--- config.mk ---
export PLATFORM = sky130hd
export DESIGN_NAME = jamma_joy_reader
export DESIGN_NICKNAME = d
export VERILOG_FILES = /design/src/rtl/jamma_joy_reader_pkg.sv /design/src/rtl/jamma_joy_reader_synchro.sv /design/src/rtl/jamma_joy_reader.sv
export SDC_FILE = /design/constraint.sdc
export NUM_CORES = 1
export LEC_CHECK = 0
export ABC_CLOCK_PERIOD_IN_PS = 3150
export BUFFER_PORTS_ARGS = -buffer_cell sky130_fd_sc_hd__buf_4
export CAP_MARGIN = 15
export CORE_ASPECT_RATIO = 0.75
export CORE_MARGIN = 1.5
export CORE_UTILIZATION = 30
export CTS_BUF_LIST = sky130_fd_sc_hd__clkbuf_8
export DETAILED_ROUTE_END_ITERATION = 12
export GPL_TIMING_DRIVEN = 0
export PLACE_DENSITY = 0.57
export SLEW_MARGIN = 20
export SYNTH_ARGS = -nofsm -noshare
export SYNTH_HDL_FRONTEND = slang
export SYNTH_SLANG_ARGS = --single-unit
--- constraint.sdc ---
create_clock -name clk -period 3.15 [get_ports clk]
set_clock_uncertainty 0.05 [all_clocks]
set_input_delay 0 -clock clk [delete_from_list [all_inputs] [get_ports clk]]
set_output_delay 0 -clock clk [all_outputs]
set_load 0.02 [all_outputs]
--- src/rtl/jamma_joy_reader_pkg.sv ---
// Shared constants and the chain slot map for the JAMMA joystick reader.
// Contents:
//   NSLOTS, SLOT_W, JOY_W      frame geometry and player word width
//   J_RESET, J_COIN, J_START   well-known bit positions inside a player word
//   joy_pair_t                 both player words as one 24-bit payload
//   slot_map()                 chain slot -> bit position inside joy_pair_t
package jamma_joy_reader_pkg;

    localparam int unsigned NSLOTS = 26;
    localparam int unsigned SLOT_W = 5;
    localparam int unsigned JOY_W  = 12;
    localparam int unsigned POS_W  = 5;

    localparam int unsigned J_RESET = 11;
    localparam int unsigned J_AUX   = 10;
    localparam int unsigned J_COIN  = 9;
    localparam int unsigned J_START = 8;

    // Player 2 occupies the upper half so that j1 maps to bits [11:0].
    typedef struct packed {
        logic [JOY_W-1:0] j2;
        logic [JOY_W-1:0] j1;
    } joy_pair_t;

    typedef struct packed {
        logic             valid;
        logic [POS_W-1:0] pos;
    } slot_map_t;

    function automatic slot_map_t map_at(input logic p2, input int unsigned b);
        slot_map_t m;
        m.valid = 1'b1;
        m.pos   = p2 ? POS_W'(JOY_W + b) : POS_W'(b);
        return m;
    endfunction

    // Slots 0 and 1 carry no button and come back invalid.
    function automatic slot_map_t slot_map(input logic [SLOT_W-1:0] slot);
        slot_map_t m;
        m = '0;
        case (slot)
            5'd2:  m = map_at(1'b0, J_START);
            5'd3:  m = map_at(1'b0, 6);
            5'd4:  m = map_at(1'b0, 5);
            5'd5:  m = map_at(1'b0, 4);
            5'd6:  m = map_at(1'b0, 3);
            5'd7:  m = map_at(1'b0, 2);
            5'd8:  m = map_at(1'b0, 1);
            5'd9:  m = map_at(1'b0, 0);
            5'd10: m = map_at(1'b1, J_START);
            5'd11: m = map_at(1'b1, 6);
            5'd12: m = map_at(1'b1, 5);
            5'd13: m = map_at(1'b1, 4);
            5'd14: m = map_at(1'b1, 3);
            5'd15: m = map_at(1'b1, 2);
            5'd16: m = map_at(1'b1, 1);
            5'd17: m = map_at(1'b1, 0);
            5'd18: m = map_at(1'b1, J_AUX);
            5'd19: m = map_at(1'b1, J_RESET);
            5'd20: m = map_at(1'b1, J_COIN);
            5'd21: m = map_at(1'b1, 7);
            5'd22: m = map_at(1'b0, J_AUX);
            5'd23: m = map_at(1'b0, J_RESET);
            5'd24: m = map_at(1'b0, J_COIN);
            5'd25: m = map_at(1'b0, 7);
            default: m = '0;
        endcase
        return m;
    endfunction

endpackage

--- src/rtl/jamma_joy_reader_synchro.sv ---
// Two-flop synchroniser for a single asynchronous input.
// Ports:
//   clk, rst_n  destination clock, async active-low reset
//   d           asynchronous input
//   q           synchronised output (resets to RESET_VAL)
module jamma_joy_reader_synchro #(
    parameter logic RESET_VAL = 1'b1
) (
    input  logic clk,
    input  logic rst_n,
    input  logic d,
    output logic q
);

    logic meta;

    always_ff @(posedge clk or negedge rst_n) begin
        if (!rst_n) begin
            meta <= RESET_VAL;
            q    <= RESET_VAL;
        end else begin
            meta <= d;
            q    <= meta;
        end
    end

endmodule

--- src/rtl/jamma_joy_reader.sv ---
// Serial reader for the JAMMA adapter shift-register chain. Generates the
// chain clock and load strobe, captures one NSLOTS-slot frame, and publishes
// each button bit only after it reads the same in two consecutive frames.
// Ports:
//   clk, rst_n    pixel clock, async active-low reset
//   joy_data      serial data from the chain (asynchronous)
//   joy_clk       chain shift clock, CLK_DIV clk per half period
//   joy_load_n    chain parallel load, low for the whole of slot 0
//   joy1, joy2    debounced active-low player words
//   frame_done    one-cycle pulse per committed frame
module jamma_joy_reader
    import jamma_joy_reader_pkg::*;
#(
    parameter int unsigned CLK_DIV = 16
) (
    input  logic             clk,
    input  logic             rst_n,
    input  logic             joy_data,
    output logic             joy_clk,
    output logic             joy_load_n,
    output logic [JOY_W-1:0] joy1,
    output logic [JOY_W-1:0] joy2,
    output logic             frame_done
);

    localparam int unsigned DIV_W = 8;

    logic [DIV_W-1:0]  div_cnt;
    logic [SLOT_W-1:0] slot;
    logic [SLOT_W-1:0] slot_next_c;
    logic              data_s;
    logic              div_wrap_c;
    logic              tick_c;
    logic              last_tick;
    slot_map_t         map_c;
    joy_pair_t         raw;
    joy_pair_t         prev;
    joy_pair_t         pub;
    logic [2*JOY_W-1:0] stable_c;
    logic [2*JOY_W-1:0] commit_c;

    jamma_joy_reader_synchro #(.RESET_VAL(1'b1)) u_sync (
        .clk   (clk),
        .rst_n (rst_n),
        .d     (joy_data),
        .q     (data_s)
    );

    // Divider wrap toggles joy_clk; the low->high toggle is the slot tick.
    assign div_wrap_c = (div_cnt == DIV_W'(CLK_DIV - 1));
    assign tick_c     = div_wrap_c && !joy_clk;
    assign map_c      = slot_map(slot);

    always_comb begin
        slot_next_c = slot;
        if (tick_c) begin
            slot_next_c = (slot == SLOT_W'(NSLOTS - 1)) ? '0 : slot + SLOT_W'(1);
        end
    end

    // A bit follows the new frame only where both frames agree, else it holds.
    assign stable_c = ~(raw ^ prev);
    assign commit_c = (stable_c & raw) | (~stable_c & pub);

    always_ff @(posedge clk or negedge rst_n) begin
        if (!rst_n) begin
            div_cnt    <= '0;
            joy_clk    <= 1'b0;
            slot       <= '0;
            joy_load_n <= 1'b1;
            raw        <= '1;
            prev       <= '1;
            pub        <= '1;
            last_tick  <= 1'b0;
            frame_done <= 1'b0;
        end else begin
            div_cnt <= div_wrap_c ? '0 : div_cnt + DIV_W'(1);
            if (div_wrap_c) begin
                joy_clk <= !joy_clk;
            end
            slot <= slot_next_c;
            // Driven from the next slot so load is low exactly while slot==0.
            joy_load_n <= (slot_next_c != '0);
            if (tick_c && map_c.valid) begin
                raw[map_c.pos] <= data_s;
            end
            last_tick  <= tick_c && (slot == SLOT_W'(NSLOTS - 1));
            frame_done <= last_tick;
            if (last_tick) begin
                prev <= raw;
                pub  <= commit_c;
            end
        end
    end

    assign joy1 = pub.j1;
    assign joy2 = pub.j2;

endmodule
==> summary.md <==
| Metric | Value |
|---|---|
| Yosys cell types | `48` |
| Number of clock sinks | `91` |
| Most instantiated cells after synthesis | `75 x sky130_fd_sc_hd__dfstp_2, 52 x sky130_fd_sc_hd__a21oi_1, 38 x sky130_fd_sc_hd__mux2_2` |
| Antenna diodes | `0` |
| Number of buffers inserted during clock tree synthesis | `9` |
| Synth Area per Inst | `11.3 um^2` |
| Number of vias per cell after detailed routing | `4.78` |
| CTS tree | `done` |
| Nets in the synthesized netlist | `408` |
| Main area contributors after synthesis | `sky130_fd_sc_hd__dfstp_2 44%, sky130_fd_sc_hd__mux2_2 9.6%, sky130_fd_sc_hd__dfrtp_1 9.0%, sky130_fd_sc_hd__a21oi_1 5.9%, sky130_fd_sc_hd__nand2b_1 4.1%` |
| Worst stage delay on the critical path | `0.57 ns` |
| I/O pin cnt | `30` |
| Number of synthesized flops with an enable pin | `0` |
| Worst-path cell chain | `inv_1, ha_1, or2_2, mux4_2, nor3_1, nand3_1, mux2_1` |
| GR met2 Demand/Resource | `19.2%` |
| Clock-pin slew of the registers on the worst-case setup and hold paths | `0.10 ns` |
| Top-area cell type share of the netlist area | `44.3%` |
| Hold Fails Final Rpt | `0` |
| Tightest slew margin relative to the limit | `45.3%` |
| Number of nets in the final layout | `450` |
| Power Dens Cells | `392 mW/mm^2` |
| Max cap viols | `0` |
| Unrepaired setup endpoints after global routing | `false` |
| Worst Setup Path Type | `register to register` |
| Cell Count Post-Placement | `624` |
| Area of all placed cells without fillers | `0.00513 mm^2` |
| Maximum frequency from static timing analysis | `0.335 GHz` |
| Flip-flop and latch count after synthesis | `91` |
| Std-Cell Core Area | `0.0145 mm^2` |
| Element type at the critical path end | `register` |
| Routability cong. | `0.885` |
| Synth Warn # | `0` |
| Period utilization | `94.7%` |
| Wire length of the first global-routing pass | `15,800 um` |
| Fraction of layout cells with a size suffix above 1 | `38.5%` |
| Area growth from synthesis to layout | `15.5%` |
| Grt peak-use layer | `met2` |
| Effective utilization at floorplan | `30.7%` |
| Routed Wire Length | `9270 um` |
| Worst Tran Pin Value | `0.820 ns` |
| FFs w/ async S/R, synth | `100%` |
| Crit Path Max Fanout | `10` |
| Total overflow reported by the global router | `0` |
| Buffer type at the clock tree root | `sky130_fd_sc_hd__clkbuf_8` |
| Number of max-slew violations in the final report | `0` |
| Die height | `108 um` |
| Final critical delay including setup and external delays | `2.98 ns` |
| Data arrival time of the critical path | `3.23 ns` |
| Overall routing resource usage | `13.1%` |
| Cell with the most instances after synthesis | `sky130_fd_sc_hd__dfstp_2` |
| Result of the run | `finished clean` |
| Final hold slack | `0.209 ns` |
| Placement-stage cell area | `0.00491 mm^2` |
| Antenna-violating nets left | `0` |
| Number of rows in the core area | `38` |
| Die footprint | `0.0156 mm^2` |
| Number of antenna violations at the first check in global routing | `0` |
| Seq/Total Area, Yosys | `53.4%` |
| H-Tree Level Count | `3` |
| Routed wire per std cell | `14.4 um` |
| Syn Inst Count | `395` |
| First drt pass iteration count | `4` |
| Iter 0 DRT Violations | `140` |
| Biggest area consumer among synthesized cells | `sky130_fd_sc_hd__dfstp_2` |
| Met1 track utilization from global routing | `18.6%` |
| Final sum of negative setup slack | `0 ns` |
| Setup Viol. Count Final | `0` |
| Cell area after synthesis | `0.00444 mm^2` |
| Critical path startpoint category | `register` |
| Cell with the biggest individual delay on the critical path | `sky130_fd_sc_hd__dfrtp_1` |
| Non-filler instance count after layout | `642` |
| Horizontal die dimension | `144 um` |
| Pin count of the biggest net entering global routing | `92` |
| Max rail drop VDD | `0.000148 V` |
| # port buffers | `29` |
| Worst skew pair latency | `0.37 ns` |
| Remaining design rule violation count | `0` |
| Number of buffers on the longest clock path | `2` |
| CP required | `3.39 ns` |
| Worst hold path class | `primary input to async pin` |
| P_leak | `1.93 nW` |
| Leading register cell type out of synthesis | `sky130_fd_sc_hd__dfstp_2` |
| Vias in the first global route | `3,053` |
| Vias post-DR | `3,069` |
| DP Wirelength | `6640 um` |
| Global Route met3 Usage | `3.81%` |
area by class of cell:
| type | instances | area [um^2] |
|---|---|---|
| Buffer | 19 | 75.1 |
| Clock buffer | 9 | 124 |
| Clock inverter | 7 | 75.1 |
| Fill cell | 1457 | 9320 |
| Inverter | 7 | 26.3 |
| Multi-Input combinational cell | 278 | 1970 |
| Sequential cell | 91 | 2370 |
| Tap cell | 200 | 250 |
| Timing Repair Buffer | 31 | 241 |
cells in the final DEF (no fill, tap or decap), types with 10 or more instances in the layout:
cell	Yosys	final
sky130_fd_sc_hd__nand2b_1	29	29
sky130_fd_sc_hd__buf_4	0	28
sky130_fd_sc_hd__a21oi_1	52	52
sky130_fd_sc_hd__nor3_1	13	13
sky130_fd_sc_hd__nand2_1	10	10
sky130_fd_sc_hd__dfstp_2	75	75
sky130_fd_sc_hd__nand3_1	18	18
sky130_fd_sc_hd__mux2_2	38	38
sky130_fd_sc_hd__mux2_1	12	12
sky130_fd_sc_hd__nor2_1	31	31
sky130_fd_sc_hd__dfrtp_1	16	16
sky130_fd_sc_hd__ha_1	10	10
sky130_fd_sc_hd__clkbuf_1	15	15
cell families after synthesis:
logic type | count (synthesis) | synth area share, %
mux | 54 | 14.1
flops | 91 | 53.4
xor+xnor | 5 | 0.986
buf+inv | 26 | 2.28
fa+ha+maj | 10 | 2.82
simple gates | 128 | 16.0
compound gates | 81 | 10.4
critical path, delay by kind of cell, from the launching register on:
kind,cells,cell delay (ns)
DFF,1,0.57
and+or+nand+nor,3,0.92
adders and majority gates,1,0.27
muxes,2,0.89
buffers and inverters,1,0.20
repair_timing:
action | 4_1_cts | 5_1_grt
endpoints found under the hold margin | 17 | 0
hold buffers | 2 | 0
gates resized for setup | 0 | 0
setup buffers | 0 | 0
worst paths after layout:
| check | from | endpoint | slack [ns] | depth (start not counted) |
|---|---|---|---|---|
| max reg2reg | slot[1] | raw[23] | 0.17 | 7 |
| min reg2reg | u_sync.meta | u_sync.q | 0.31 | 0 |
| min in group clk | joy_data | u_sync.meta | 0.23 | 2 |
| min | rst_n | slot[1] | 0.21 | 2 |
| max in group asynchronous | rst_n | div_cnt[2] | 2.27 | 2 |
| max | slot[1] | raw[23] | 0.17 | 7 |
metrics by stage:
step / worst slack (ns) / util (%) / total power [W]
after floorplan: 0.702 / - / 0.00120
after global placement: 0.220 / 34.0 / 0.00122
after detailed placement: 0.241 / 34.0 / 0.00122
after CTS: 0.199 / 35.5 / 0.00205
after global routing: 0.0506 / 35.5 / 0.00210
final: 0.166 / 35.5 / 0.00201
power breakdown:
group          leakage (nW)  switching [W]  internal (W)
Combinational         0.850      0.0000253    0.00000432
Clock                 0.101       0.000433      0.000373
Sequential            0.983     0.00000107       0.00118
per-layer routing:
layer  vias to the layer above  wire (um)
met5                         -          0
met4                         0         84
met3                         8        386
met2                        67       3940
met1                      1504       4860
li1                       1490          -
Note: power is estimated with default switching activity, not from simulation.
